$ cat config.mk
export PLATFORM = sky130hd
export DESIGN_NAME = mult16_rr_sched_flat
export DESIGN_NICKNAME = d
export VERILOG_FILES = /design/src/rtl/mult16_rr_sched_if.sv /design/src/rtl/mult16_rr_sched.sv /design/src/flat_wrapper.sv
export SDC_FILE = /design/constraint.sdc
export NUM_CORES = 1
export LEC_CHECK = 0
export ABC_AREA = 1
export BUFFER_PORTS_ARGS = -buffer_cell sky130_fd_sc_hd__buf_4
export CAP_MARGIN = 20
export CORE_AREA = 2 2 73 110
export CTS_CLUSTER_SIZE = 25
export DETAILED_ROUTE_END_ITERATION = 10
export DIE_AREA = 0 0 75 112
export GPL_ROUTABILITY_DRIVEN = 0
export PLACE_DENSITY = 0.85
export SKIP_LAST_GASP = 1
export SLEW_MARGIN = 10
export SYNTH_ARGS = -nofsm -noshare
export SYNTH_HDL_FRONTEND = slang
export SYNTH_SLANG_ARGS = --single-unit
$ cat constraint.sdc
create_clock -name clk -period 2.8 [get_ports clk]
set_clock_uncertainty 0.15 [all_clocks]
set_input_delay 0.14 -clock clk [delete_from_list [all_inputs] [get_ports clk]]
set_output_delay 0.14 -clock clk [all_outputs]
set_load 0.05 [all_outputs]
$ cat src/rtl/mult16_rr_sched_if.sv
// Request/response bundle for the two-client 16x16 multiply scheduler.
// The slave side is the scheduler; the master side is the requesters plus the result consumer.
interface mult16_rr_sched_if;
  logic        a_valid;
  logic        a_ready;
  logic [15:0] a_x;
  logic [15:0] a_y;
  logic        b_valid;
  logic        b_ready;
  logic [15:0] b_x;
  logic [15:0] b_y;
  logic        out_valid;
  logic        out_ready;
  logic        out_id;
  logic [31:0] out_prod;
  logic        busy;
  logic [7:0]  ops_done;

  modport slave (
    input  a_valid, a_x, a_y, b_valid, b_x, b_y, out_ready,
    output a_ready, b_ready, out_valid, out_id, out_prod, busy, ops_done
  );

  modport master (
    output a_valid, a_x, a_y, b_valid, b_x, b_y, out_ready,
    input  a_ready, b_ready, out_valid, out_id, out_prod, busy, ops_done
  );
endinterface

$ cat src/rtl/mult16_rr_sched.sv
// Round-robin scheduler for two requesters sharing one sequential 16x16 shift-add multiplier.
// One operation runs for exactly 16 iterations, then the result is held until the consumer takes it.
module mult16_rr_sched (
  input  logic                   clk,
  input  logic                   rst,
  mult16_rr_sched_if.slave       bus
);

  typedef enum logic [1:0] {
    IDLE = 2'd0,
    BUSY = 2'd1,
    DONE = 2'd2
  } state_t;

  state_t      state_q, state_d;
  logic        last_q, last_d;   // 0 = A, 1 = B
  logic        id_q, id_d;
  logic [15:0] m_q, m_d;
  logic [32:0] p_q, p_d;
  logic [3:0]  cnt_q, cnt_d;
  logic [7:0]  ops_q, ops_d;

  logic        sel_b;
  logic        a_rdy;
  logic        b_rdy;
  logic        accept;
  logic [15:0] sel_x;
  logic [15:0] sel_y;

  // One shift-add step: conditionally add M to the upper half, then shift the whole register right.
  function automatic logic [32:0] shift_add_step(input logic [32:0] p, input logic [15:0] m);
    logic [16:0] s;
    s = p[0] ? ({1'b0, p[31:16]} + {1'b0, m}) : {1'b0, p[31:16]};
    return {s, p[15:0]} >> 1;
  endfunction

  always_comb begin
    sel_b = 1'b0;
    if (bus.a_valid && bus.b_valid) begin
      sel_b = ~last_q;
    end else if (bus.b_valid) begin
      sel_b = 1'b1;
    end
    a_rdy  = (state_q == IDLE) && bus.a_valid && !sel_b;
    b_rdy  = (state_q == IDLE) && bus.b_valid && sel_b;
    accept = a_rdy || b_rdy;
    sel_x  = sel_b ? bus.b_x : bus.a_x;
    sel_y  = sel_b ? bus.b_y : bus.a_y;
  end

  always_comb begin
    state_d = state_q;
    last_d  = last_q;
    id_d    = id_q;
    m_d     = m_q;
    p_d     = p_q;
    cnt_d   = cnt_q;
    ops_d   = ops_q;
    case (state_q)
      IDLE: begin
        if (accept) begin
          m_d     = sel_x;
          p_d     = {17'b0, sel_y};
          cnt_d   = 4'd0;
          id_d    = sel_b;
          last_d  = sel_b;
          state_d = BUSY;
        end
      end
      BUSY: begin
        p_d   = shift_add_step(p_q, m_q);
        cnt_d = cnt_q + 4'd1;
        if (cnt_q == 4'd15) begin
          state_d = DONE;
        end
      end
      DONE: begin
        // No accept on the handshake edge; arbitration resumes from IDLE next cycle.
        if (bus.out_ready) begin
          ops_d   = ops_q + 8'd1;
          state_d = IDLE;
        end
      end
      default: state_d = IDLE;
    endcase
  end

  always_ff @(posedge clk or posedge rst) begin
    if (rst) begin
      state_q <= IDLE;
      last_q  <= 1'b1;
      id_q    <= 1'b0;
      m_q     <= 16'd0;
      p_q     <= 33'd0;
      cnt_q   <= 4'd0;
      ops_q   <= 8'd0;
    end else begin
      state_q <= state_d;
      last_q  <= last_d;
      id_q    <= id_d;
      m_q     <= m_d;
      p_q     <= p_d;
      cnt_q   <= cnt_d;
      ops_q   <= ops_d;
    end
  end

  assign bus.a_ready   = a_rdy;
  assign bus.b_ready   = b_rdy;
  assign bus.out_valid = (state_q == DONE);
  assign bus.out_id    = id_q;
  assign bus.out_prod  = p_q[31:0];
  assign bus.busy      = (state_q != IDLE);
  assign bus.ops_done  = ops_q;

endmodule

$ cat src/flat_wrapper.sv
// flat-port wrapper written by rule: the top's interface ports become plain ports
module mult16_rr_sched_flat 
  (clk, rst, bus_a_valid, bus_a_x, bus_a_y, bus_b_valid, bus_b_x, bus_b_y, bus_out_ready, bus_a_ready, bus_b_ready, bus_out_valid, bus_out_id, bus_out_prod, bus_busy, bus_ops_done);
  mult16_rr_sched_if bus_i ();
  input  logic clk;
  input  logic rst;
  input wire logic [$bits(bus_i.a_valid)-1:0] bus_a_valid;
  input wire logic [$bits(bus_i.a_x)-1:0] bus_a_x;
  input wire logic [$bits(bus_i.a_y)-1:0] bus_a_y;
  input wire logic [$bits(bus_i.b_valid)-1:0] bus_b_valid;
  input wire logic [$bits(bus_i.b_x)-1:0] bus_b_x;
  input wire logic [$bits(bus_i.b_y)-1:0] bus_b_y;
  input wire logic [$bits(bus_i.out_ready)-1:0] bus_out_ready;
  output wire logic [$bits(bus_i.a_ready)-1:0] bus_a_ready;
  output wire logic [$bits(bus_i.b_ready)-1:0] bus_b_ready;
  output wire logic [$bits(bus_i.out_valid)-1:0] bus_out_valid;
  output wire logic [$bits(bus_i.out_id)-1:0] bus_out_id;
  output wire logic [$bits(bus_i.out_prod)-1:0] bus_out_prod;
  output wire logic [$bits(bus_i.busy)-1:0] bus_busy;
  output wire logic [$bits(bus_i.ops_done)-1:0] bus_ops_done;
  assign bus_i.a_valid = bus_a_valid;
  assign bus_i.a_x = bus_a_x;
  assign bus_i.a_y = bus_a_y;
  assign bus_i.b_valid = bus_b_valid;
  assign bus_i.b_x = bus_b_x;
  assign bus_i.b_y = bus_b_y;
  assign bus_i.out_ready = bus_out_ready;
  assign bus_a_ready = bus_i.a_ready;
  assign bus_b_ready = bus_i.b_ready;
  assign bus_out_valid = bus_i.out_valid;
  assign bus_out_id = bus_i.out_id;
  assign bus_out_prod = bus_i.out_prod;
  assign bus_busy = bus_i.busy;
  assign bus_ops_done = bus_i.ops_done;
  mult16_rr_sched u_core (.clk(clk), .rst(rst), .bus(bus_i));
endmodule
# Word level (Yosys, flattened, before mapping)
# Index checks and enable logic that the tools add are counted.
# op_classes
addsub	3
n_mul	0
div_mod_pow	0
magnitude_cmp	0
eq_ne	6
shifts	0
mux	13
bitwise	1
n_reduce_logical	14
# ops
cell	count
$pmux W32 S2	1
$mux W16	2
$mux W32	1
$add A16 B16 Y17	1
$mux W17	1
$add A8 B1 Y8 const B	1
$pmux W4 S2	1
$mux W2	3
$pmux W2 S3	1
$reduce_and A2 Y1	3
$logic_and A1 B1 Y1	5
$add A4 B1 Y4 const B	1
$eq A4 B4 Y1 const B	1
$mux W4	1
$ne A2 B1 Y1 const B	2
$reduce_bool A2 Y1	2
$reduce_and A3 Y1	1
$eq A2 B1 Y1 const B	1
$eq A2 B2 Y1 const B	1
$logic_not A2 Y1	1
$mux W1	2
$ne A2 B2 Y1 const B	1
$logic_not A1 Y1	1
$logic_or A1 B1 Y1	1
$not A1 Y1	1
# totals
register_bits	64
latchBits	0
ramBits	0
rom_bits	0
in_bits	69
out_inout_bits	45
wordCells	44
n_memories	0

# Longest topological paths before layout
# Gate-level depths: netlist of the first run.
# depth
depth_word	7
ltp_mapped	12
mapped_depth_nobuf	12

# Least setup slack after synthesis of the first run
# OpenSTA, ideal clock, no wires.
# synth_path
path_kind	reg-to-reg
start	register u_core.p_q[16]
end	register u_core.p_q[31]
setup_time_ps	127
t_arrival_ps	1902
required_ps	2523
slack_ps	621
path_stages_with_launch	12
path_buffers	0
synth_period_minus_slack_ps	2179
cell_sequence	dfrtp_1 -> ha_1 -> fa_1 -> nand2_1 -> nand2_1 -> and2_1 -> nand3_1 -> nand3_1 -> nand2_1 -> nand2_1 -> nand2_1 -> o21ai_0
# synth_via
elab_chain_len	3
# synth_rtl
item	line	rtl
start: declaration	mult16_rr_sched.sv:19	logic [32:0] p_q, p_d;
start signal: assignment	mult16_rr_sched.sv:102	p_q <= p_d;
$add A16 B16 Y17	mult16_rr_sched.sv:33	s = p[0] ? ({1'b0, p[31:16]} + {1'b0, m}) : {1'b0, p[31:16]};
$mux W17	mult16_rr_sched.sv:33	
$pmux W32 S2	mult16_rr_sched.sv:59	case (state_q)
# No other way between the ends.
# A chain may end at the register's enable or synchronous reset.

# Final worst setup path of the first run
# layout_path
start	register u_core.last_q
end	register u_core.m_q[0]
# layout_via
elab_chain_len	6
word_cells_on_any_way	8
cone_classes	mux: 2; bitwise: 1; reduce/logical: 5
# layout_rtl
item	line	rtl
start: declaration	mult16_rr_sched.sv:16	logic last_q, last_d;
start signal: assignment	mult16_rr_sched.sv:99	last_q <= last_d;
$not A1 Y1 (*)	mult16_rr_sched.sv:40	sel_b = ~last_q;
$mux W1 (*)	mult16_rr_sched.sv:39	if (bus.a_valid && bus.b_valid) begin
$logic_not A1 Y1	mult16_rr_sched.sv:44	a_rdy = (state_q == IDLE) && bus.a_valid && !sel_b;
$logic_and A1 B1 Y1	mult16_rr_sched.sv:44	
$logic_or A1 B1 Y1	mult16_rr_sched.sv:46	accept = a_rdy || b_rdy;
$reduce_and A2 Y1 (no line)	n/a	
end signal: assignment	mult16_rr_sched.sv:101	m_q <= m_d;
end: declaration	mult16_rr_sched.sv:18	logic [15:0] m_q, m_d;
# Every way passes the cells marked *; elsewhere a longest branch is shown, timed or not.

==> impl_metrics.ini, run 1 <==
[status]
outcome = finished clean

[synthesis]
yosysMostFrequentCell = nand2_1
yosysTopAreaCell = dfrtp_1
syn_area_per_cell_um2 = 7.26
async_flop_share_pct = 100
yosys.area.top_type_share_pct = 37.7
ys.flop_type = dfrtp_1
syn_area_um2 = 4180
synth_area_leaders = dfrtp_1 38%, nand2_1 18%, ha_1 5.4%
ys_seq_area_share_pct = 38.3
yosysWarnings = 0
syn-num-nets = 664
ys_seq_elements = 64
synth_edf_count = 0
ys_types = 40
synth_commonest_cells = 206 x nand2_1, 63 x dfrtp_1, 59 x inv_1
netlist_instances = 576

[worst_setup_path]
critical_path_required_ns = 2.91
reg2reg_slack_ns = 0.21
crit_path_end_kind = flop
slowest_delay_ns = 0.79
cp_slowest_cell = inv_1
cp_cell_sequence = nand2_1, nand2_2, inv_1, nand2_1, a31oi_1, dlygate4sd3_1
critical_path.startpoint = u_core.last_q$_DFFE_PP1P_
critPathMaxFanout = 33
cp-start-kind = flop
critPathMostFrequentCell = nand2_1
arrival_ns = 2.70
critical_path_class = flop to flop
r2r-start = u_core.last_q$_DFFE_PP1P_

[sta]
tightest_slew_ns = 1.02
slew_headroom_pct = 31.6
setup_violations = 0
maxSlewViolCount = 0
rsz0062_at_grt = no
fin_crit_ns = 2.59
hold_ws_ns = 0.0321
finalCritPeriodShare_pct = 92.6
fin_ws_ns = 0.207
fmax_ghz = 0.386
hold_viol_final = 0
setup_tns_ns = 0

[clock_network]
htreeDepth = 3
clk_pin_slew_worst_paths_ns = 0.05
cts_made_buffers = 9
max-clock-path-buffers = 2
tritoncts = built
cts_resized = 0
clock-sinks = 64
clock-root-buffer = clkbuf_16
clk_latency_ns = 0.33

[global_route]
gr-total-overflow = 0
grt_util_all_layers_pct = 29.8
antenna_found_initial = 0
grt_pass1_vias = 4353
grt_first_pass_wirelength_um = 19300
grt_max_degree = 43

[routing]
wl_per_cell_um = 13.8
firstDrtPassIters = 6
vias = 4275
drtIter0Drc = 260
drc = 0
ant_nets = 0
vias_per_cell = 5.18
wirelength_um = 11400

[die]
core_um2 = 7470
dieArea_um2 = 8400
fp.dieH_um = 112
start_util_pct = 56.0
row_count = 39
io_pins = 114
die_w_um = 75

[min_path]
min_from = bus_b_y[7]
hp-class = input pin to flop

[cells_and_area]
syn2layout_area_growth_pct = 35.6
n_antenna_cell = 0
final_net_count = 806
num-fill-cells = 564
drive_gt1_share_pct = 23.4
final_core_util_pct = 76.0

[placement]
preCtsSetupSlack_ns = 0.724
dp_hpwl_um = 7820
port_buffers = 113

[power]
p_leak_nw = 2.94
ir_worst_vdd_mv = 0.856
power_density_nw_per_um2 = 1460

[run]
maxCapViolCount = 0
==> worst paths after layout <==
kind                                                 endpoint  cells past startpoint
max                                 u_core.m_q[0]$_DFFE_PP0P_                      6
min                                 u_core.p_q[7]$_DFFE_PP0P_                      5
max reg2reg                         u_core.m_q[0]$_DFFE_PP0P_                      6
min reg2reg                         u_core.last_q$_DFFE_PP1P_                      2
max in group asynchronous           u_core.p_q[3]$_DFFE_PP0P_                      4
min in group asynchronous  u_core.bus.ops_done[0]$_DFFE_PP0P_                      3
==> power by group <==
part / total (mW) / switching [mW] / leakage (nW) / internal (mW)
combinational: 5.43 / 3.47 / 2.05 / 1.96
sequential: 1.77 / 0.383 / 0.755 / 1.38
clock: 1.06 / 0.394 / 0.139 / 0.670
total: 8.26 / 4.25 / 2.94 / 4.01
==> metal layers <==
layer  track usage (%)  vias to the layer above  routed length (µm)
met4              12.5                        0                 323
met3              6.52                       30                 620
met1              35.4                     1960                4380
met5                 0                        -                   0
li1                  -                     2126                   -
met2              50.3                      159                6040
==> cells in the final DEF, fill, tap and decap left out, types with 2 or more instances in the layout <==
| master | n |
|---|---|
| o21ai_0 | 23 |
| ha_1 | 18 |
| buf_4 | 118 |
| clkbuf_16 | 9 |
| nor2_4 | 3 |
| xnor2_1 | 4 |
| xor2_1 | 8 |
| clkbuf_1 | 2 |
| nand3_1 | 39 |
| nand2_4 | 2 |
| o22ai_1 | 2 |
| nor2_1 | 45 |
| nand4_1 | 2 |
| inv_4 | 2 |
| dlygate4sd3_1 | 35 |
| o21ai_2 | 14 |
| o21ai_1 | 5 |
| inv_1 | 58 |
| nor3_1 | 4 |
| dfrtp_1 | 63 |
| inv_2 | 3 |
| a21oi_1 | 12 |
| clkbuf_8 | 3 |
| nand2_2 | 3 |
| o211ai_1 | 3 |
| o21a_1 | 3 |
| a31oi_1 | 17 |
| nor2_2 | 4 |
| nand2_1 | 206 |
==> stage by stage <==
step                cell area [µm²]  cells  power, mW
global placement               5040    774       6.72
finish                         5670    825       8.26
global route                   5670    825       8.98
detailed placement             5040    774       6.85
floorplan                      4180    576       5.73
CTS                            5670    825       8.20
==> sequential cells by signal, summed over array words and instances, names as in the netlist <==
register / cells
u_core.p_q: 32
u_core.m_q: 16
u_core.bus.ops_done: 8
u_core.cnt_q: 4
u_core.state_q: 2
u_core.bus.out_id: 1
u_core.last_q: 1
==> repair_timing <==
item	CTS	global route
hold buffers	35	0
endpoints found under the hold margin	44	0
setup buffers	0	0
==> critical path: cells and delay by family, from the launching register on <==
kind            cells  cell delay [ns]
compound gates      1             0.26
buf+inv             2             1.40
simple gates        3             0.33
flops               1             0.36
==> cells by family (layout without fill, tap and decap cells) <==
family	Yosys count	after routing	synth area share, %
AOI/OAI and AO/OA	81	81	12.1
xor gates and xnor gates	12	12	2.51
adders and majority gates	19	19	5.86
buffers and inverters	87	234	9.93
DFF	64	64	38.3
muxes	1	1	0.269
and+or+nand+nor	312	312	31.1
==> layout make-up <==
cell class | instances | area [µm²] | share of cell area, %
Sequential cell | 64 | 1600 | 28.3
Inverter | 65 | 254 | 4.48
Multi-Input combinational cell | 425 | 2170 | 38.2
Clock inverter | 2 | 12.5 | 0.221
Timing Repair Buffer | 153 | 1240 | 21.8
Clock buffer | 14 | 274 | 4.83
Tap cell | 102 | 128 | 2.25
(Power assumes the default switching activity.)
==> inputs of run 2 (changes only) <==
--- a/config.mk
+++ b/config.mk
@@ -5,15 +5,14 @@
 export SDC_FILE = /design/constraint.sdc
 export NUM_CORES = 1
 export LEC_CHECK = 0
-export ABC_AREA = 1
 export BUFFER_PORTS_ARGS = -buffer_cell sky130_fd_sc_hd__buf_4
 export CAP_MARGIN = 20
-export CORE_AREA = 2 2 73 110
+export CORE_AREA = 2 2 71 106
 export CTS_CLUSTER_SIZE = 25
 export DETAILED_ROUTE_END_ITERATION = 10
-export DIE_AREA = 0 0 75 112
+export DIE_AREA = 0 0 73 108
 export GPL_ROUTABILITY_DRIVEN = 0
-export PLACE_DENSITY = 0.85
+export PLACE_DENSITY = 0.83
 export SKIP_LAST_GASP = 1
 export SLEW_MARGIN = 10
 export SYNTH_ARGS = -nofsm -noshare
==> impl_metrics.ini, run 2 <==
[worst_setup_path]
critical_path_class = flop to flop
r2r-start = u_core.p_q[16]$_DFFE_PP0P_
cp-start-kind = flop
worstRegToRegCells = 8
critPathMaxFanout = 4
arrival_ns = 2.66
critical_path_required_ns = 2.89
crit_path_end_kind = flop
critical_path.startpoint = u_core.p_q[16]$_DFFE_PP0P_

[clock_network]
clk_latency_ns = 0.35
tritoncts = built
max-clock-path-buffers = 2
clk_pin_slew_worst_paths_ns = 0.07
htreeDepth = 3
cts_resized = 0
cts_made_buffers = 9
clock-root-buffer = clkbuf_8
clock-sinks = 64

[synthesis]
synth_edf_count = 0
yosysTopAreaCell = dfrtp_1
yosysWarnings = 0
ys_seq_area_share_pct = 42.4
synth_area_leaders = dfrtp_1 42%, mux2i_1 10%, o21ai_0 7.0%
syn_area_per_cell_um2 = 9.23
ys_types = 42
yosysMostFrequentCell = dfrtp_1
synth_commonest_cells = 63 x dfrtp_1, 53 x o21ai_0, 49 x nand2_1
syn-num-nets = 497
ys_seq_elements = 64
yosys.area.top_type_share_pct = 41.7
syn_area_um2 = 3780
netlist_instances = 409
async_flop_share_pct = 100
ys.flop_type = dfrtp_1

[sta]
slew_headroom_pct = 31.2
fmax_ghz = 0.389
fin_crit_ns = 2.57
finalCritPeriodShare_pct = 91.8
hold_ws_ns = 0.0467
rsz0062_at_grt = no
hold_viol_final = 0
maxSlewViolCount = 0
setup_tns_ns = 0
setup_violations = 0
fin_ws_ns = 0.231
tightest_slew_ns = 1.03

[min_path]
holdPathStages = 5
min_from = bus_a_y[14]
hp-class = input pin to flop

[routing]
drtIter0Drc = 146
vias = 3626
wl_per_cell_um = 16.6
firstDrtPassIters = 4
drc = 0
wirelength_um = 10500
vias_per_cell = 5.71
ant_nets = 0

[global_route]
grt_max_degree = 43
antenna_found_initial = 0
grt_util_all_layers_pct = 28.0
gr-total-overflow = 0
grt_first_pass_wirelength_um = 17000
grt_pass1_vias = 3666

[power]
power_density_nw_per_um2 = 1190
p_leak_nw = 2.60
ir_worst_vdd_mv = 0.669
totalPowerFinal_mw = 6.32

[cells_and_area]
syn2layout_area_growth_pct = 40.5
final_cell_mix = 121 x buf_4, 63 x dfrtp_1, 52 x o21ai_0
final_net_count = 641
n_antenna_cell = 0
largest_reg_flops = 32
num-fill-cells = 467
final_common_cell = buf_4
finalNonFillerCells = 635
regMostFlops = u_core.p_q
drive_gt1_share_pct = 26.4

[status]
outcome = finished clean

[die]
io_pins = 114
row_count = 37
fp.dieH_um = 108
start_util_pct = 54.7
dieArea_um2 = 7880
die_w_um = 73
core_um2 = 6900

[placement]
post-place-cells = 584
port_buffers = 113
preCtsSetupSlack_ns = 0.262
dp_hpwl_um = 6980

[run]
maxCapViolCount = 0
-- run 2: cell count changes after synthesis, sizes merged, moves of 9 or more --
cell    before  now
a21oi       12   30
mux2i        0   39
nand2      211   49
o21ai       42   53
buf         16    7
nand3       40   17
nor2        52   28
inv         64    7
clkbuf       6   18
-- run 2: logic make-up after synthesis --
kind of cell / share of synthesized area (%)
XOR/XNOR: 4.64
AND/OR/NAND/NOR: 13.9
buffers and inverters: 3.38
flip-flops: 42.4
AO/OA/AOI/OAI: 18.3
multiplexers: 10.9
adder cells (fa/ha/maj): 6.49
-- run 2: final timing paths --
| kind | end | slack, ns |
|---|---|---|
| max | u_core.p_q[29]$_DFFE_PP0P_ | 0.23 |
| min | u_core.p_q[14]$_DFFE_PP0P_ | 0.05 |
| max reg2reg | u_core.p_q[29]$_DFFE_PP0P_ | 0.23 |
| min reg2reg | u_core.m_q[0]$_DFFE_PP0P_ | 0.33 |
| max in group asynchronous | u_core.p_q[22]$_DFFE_PP0P_ | 1.48 |
| min in group asynchronous | u_core.bus.ops_done[5]$_DFFE_PP0P_ | 0.32 |
-- run 2: where the power goes --
group / internal [mW] / switching [mW] / total [mW]
logic: 1.40 / 2.36 / 3.76
clock network: 0.544 / 0.364 / 0.909
registers: 1.32 / 0.336 / 1.65
total: 3.26 / 3.06 / 6.32
-- run 2: critical path, cell delays in order, from the launching register on --
cell	delay [ns]
dfrtp_1	0.41
ha_1	0.24
fa_1	0.41
a21o_1	0.23
a221oi_2	0.27
o31a_1	0.25
o21a_4	0.17
nor4_2	0.05
a211o_1	0.28
-- run 2: cell type report --
| type | instances | area, µm² | share of cell area, % |
|---|---|---|---|
| clock buffers | 12 | 155 | 2.92 |
| inverters | 7 | 26.3 | 0.495 |
| well taps | 78 | 97.6 | 1.84 |
| flip-flops and latches | 64 | 1600 | 30.2 |
| multi-input cells | 313 | 2070 | 39.0 |
| clock inverters | 3 | 65.1 | 1.23 |
| repair buffers | 158 | 1290 | 24.3 |
-- run 2: timing repair --
action,4_1_cts,5_1_grt
buffers inserted,0,0
endpoints found under the hold margin,50,0
hold buffers,36,0
-- run 2: metrics by stage --
stage | instance area, µm² | util, %
2_1_floorplan | 3780 | -
3_3_place_gp | 4730 | 68.5
3_5_place_dp | 4730 | 68.5
4_1_cts | 5310 | 76.9
5_1_grt | 5310 | 76.9
6_report | 5310 | 76.9
-- run 2: routing by layer --
metal  up-vias  track usage, %  routed length (µm)
li1       1734               -                   -
met1      1751            31.1                3960
met2       112            49.7                5780
met3        29            5.50                 463
met4         0            13.6                 314
met5         -               0                   0
==> inputs of run 3 (changes only) <==
--- a/config.mk
+++ b/config.mk
@@ -7,12 +7,13 @@
 export LEC_CHECK = 0
 export BUFFER_PORTS_ARGS = -buffer_cell sky130_fd_sc_hd__buf_4
 export CAP_MARGIN = 20
-export CORE_AREA = 2 2 71 106
+export CORE_AREA = 2 2 73 110
 export CTS_CLUSTER_SIZE = 25
 export DETAILED_ROUTE_END_ITERATION = 10
-export DIE_AREA = 0 0 73 108
+export DIE_AREA = 0 0 75 112
 export GPL_ROUTABILITY_DRIVEN = 0
-export PLACE_DENSITY = 0.83
+export PLACE_DENSITY = 0.79
+export SETUP_SLACK_MARGIN = 0.2
 export SKIP_LAST_GASP = 1
 export SLEW_MARGIN = 10
 export SYNTH_ARGS = -nofsm -noshare
==> constraint.sdc (replaced) <==
create_clock -name clk -period 2.6 [get_ports clk]
set_clock_uncertainty 0.15 [all_clocks]
set_input_delay 0.13 -clock clk [delete_from_list [all_inputs] [get_ports clk]]
set_output_delay 0.13 -clock clk [all_outputs]
set_load 0.05 [all_outputs]
==> impl_metrics.ini, run 3 (same netlist as run 2, synthesis figures left out) <==
[die]
die_w_um = 75
dieArea_um2 = 8400
row_count = 39
start_util_pct = 50.6
core_um2 = 7470
fp.dieH_um = 112
io_pins = 114

[worst_setup_path]
cp-start-kind = flop
critical_path_required_ns = 2.66
crit_path_end_kind = flop
arrival_ns = 2.50
critPathMaxFanout = 4
critical_path_class = flop to flop

[routing]
wirelength_um = 10600
vias = 3629
drtIter0Drc = 255
firstDrtPassIters = 4
drc = 0
vias_per_cell = 5.47
ant_nets = 0
wl_per_cell_um = 16.0

[placement]
port_buffers = 113
dp_hpwl_um = 6940
preCtsSetupSlack_ns = 0.168

[sta]
finalCritPeriodShare_pct = 93.8
setup_tns_ns = 0
hold_ws_ns = -0.00201
hold_viol_final = 1
fin_ws_ns = 0.160
fin_crit_ns = 2.44
setup_violations = 0
fmax_ghz = 0.410
tightest_slew_ns = 0.657
slew_headroom_pct = 56.1
rsz0062_at_grt = yes
maxSlewViolCount = 0

[clock_network]
max-clock-path-buffers = 2
clock-root-buffer = clkbuf_16
clk_latency_ns = 0.33
tritoncts = built
htreeDepth = 3
clk_pin_slew_worst_paths_ns = 0.06
cts_made_buffers = 9
clock-sinks = 64

[cells_and_area]
num-fill-cells = 579
final_cell_mix = 126 x buf_4, 61 x dfrtp_1, 51 x o21ai_0
n_antenna_cell = 0
regMostFlops = u_core.p_q
syn2layout_area_growth_pct = 45.6
final_core_util_pct = 73.6
drive_gt1_share_pct = 28.2
final_net_count = 644
largest_reg_flops = 32
final_common_cell = buf_4

[status]
violations = negative hold slack
outcome = complete, but fails checks

[run]
maxCapViolCount = 0

[power]
power_density_nw_per_um2 = 1330
ir_worst_vdd_mv = 0.736
p_leak_nw = 2.65

[global_route]
grt_max_degree = 39
antenna_found_initial = 0
grt_first_pass_wirelength_um = 17100
gr-total-overflow = 0
grt_pass1_vias = 3733
grt_util_all_layers_pct = 26.4

[min_path]
hp-class = input pin to flop
[run 3: cell types whose count changed in the layout (fill, tap and decap cells not counted), sizes merged]
cell / delta
buf: +5
clkinvlp: +1
dlygate4sd3: -2
[run 3: stage by stage]
step / hold WS [ns] / instance area, µm² / cells / power, mW
detailed placement: -0.0695 / 4770 / 607 / 5.68
finish: -0.00201 / 5500 / 663 / 7.30
floorplan: 0.0500 / 3790 / 409 / 4.61
CTS: 0.00653 / 5460 / 658 / 7.18
global route: 0.0476 / 5500 / 663 / 7.74
global placement: -0.0732 / 4770 / 607 / 5.56
[run 3: routing by layer]
| layer | vias to the layer above | track usage (%) | part of all wire (%) | routed length [µm] |
|---|---|---|---|---|
| li1 | 1745 | - | - | - |
| met1 | 1748 | 31.4 | 39 | 4170 |
| met2 | 114 | 45.7 | 55 | 5800 |
| met3 | 22 | 4.43 | 4.0 | 428 |
| met4 | 0 | 10.5 | 2.1 | 225 |
| met5 | - | 0 | 0 | 0 |
[run 3: critical path, stage by stage, from the launching register on]
cell and delay [ns]:
dfrtp_2 0.43, ha_4 0.17, fa_2 0.38, a21o_1 0.25, a221oi_4 0.31, o31a_1 0.21, o21a_4 0.16, nor4_2 0.04
a211o_1 0.23
[run 3: layout make-up]
cell class	instances	area, µm²	area share [%]
Multi-Input combinational cell	313	2100	38.2
Sequential cell	64	1610	29.2
Timing Repair Buffer	161	1310	23.8
Clock buffer	12	256	4.67
Tap cell	102	128	2.32
Clock inverter	4	76.3	1.39
Inverter	7	26.3	0.478
[run 3: final timing paths]
path | from | depth (start not counted) | slack [ns] | endpoint
min | bus_a_x[1] | 3 | -0.002 | u_core.m_q[1]$_DFFE_PP0P_
min in group asynchronous | rst | 3 | 0.13 | u_core.cnt_q[1]$_DFFE_PP0P_
max | u_core.p_q[16]$_DFFE_PP0P_ | 8 | 0.16 | u_core.p_q[29]$_DFFE_PP0P_
max in group asynchronous | rst | 4 | 1.50 | u_core.p_q[26]$_DFFE_PP0P_
min reg2reg | u_core.bus.ops_done[7]$_DFFE_PP0P_ | 1 | 0.32 | u_core.bus.ops_done[7]$_DFFE_PP0P_
max reg2reg | u_core.p_q[16]$_DFFE_PP0P_ | 8 | 0.16 | u_core.p_q[29]$_DFFE_PP0P_
[run 3: timing repair]
item | 4_1_cts | 5_1_grt
setup buffers | 1 | 5
pin swaps | 2 | 4
endpoints found under the setup margin | 2 | 5
gates resized for setup | 1 | 2
endpoints found under the hold margin | 80 | 0
hold buffers | 34 | 0
[run 3: power breakdown]
part	internal [mW]	switching [mW]	leakage, nW
sequential	1.42	0.416	0.810
clock	0.893	0.447	0.159
combinational	1.58	2.54	1.68
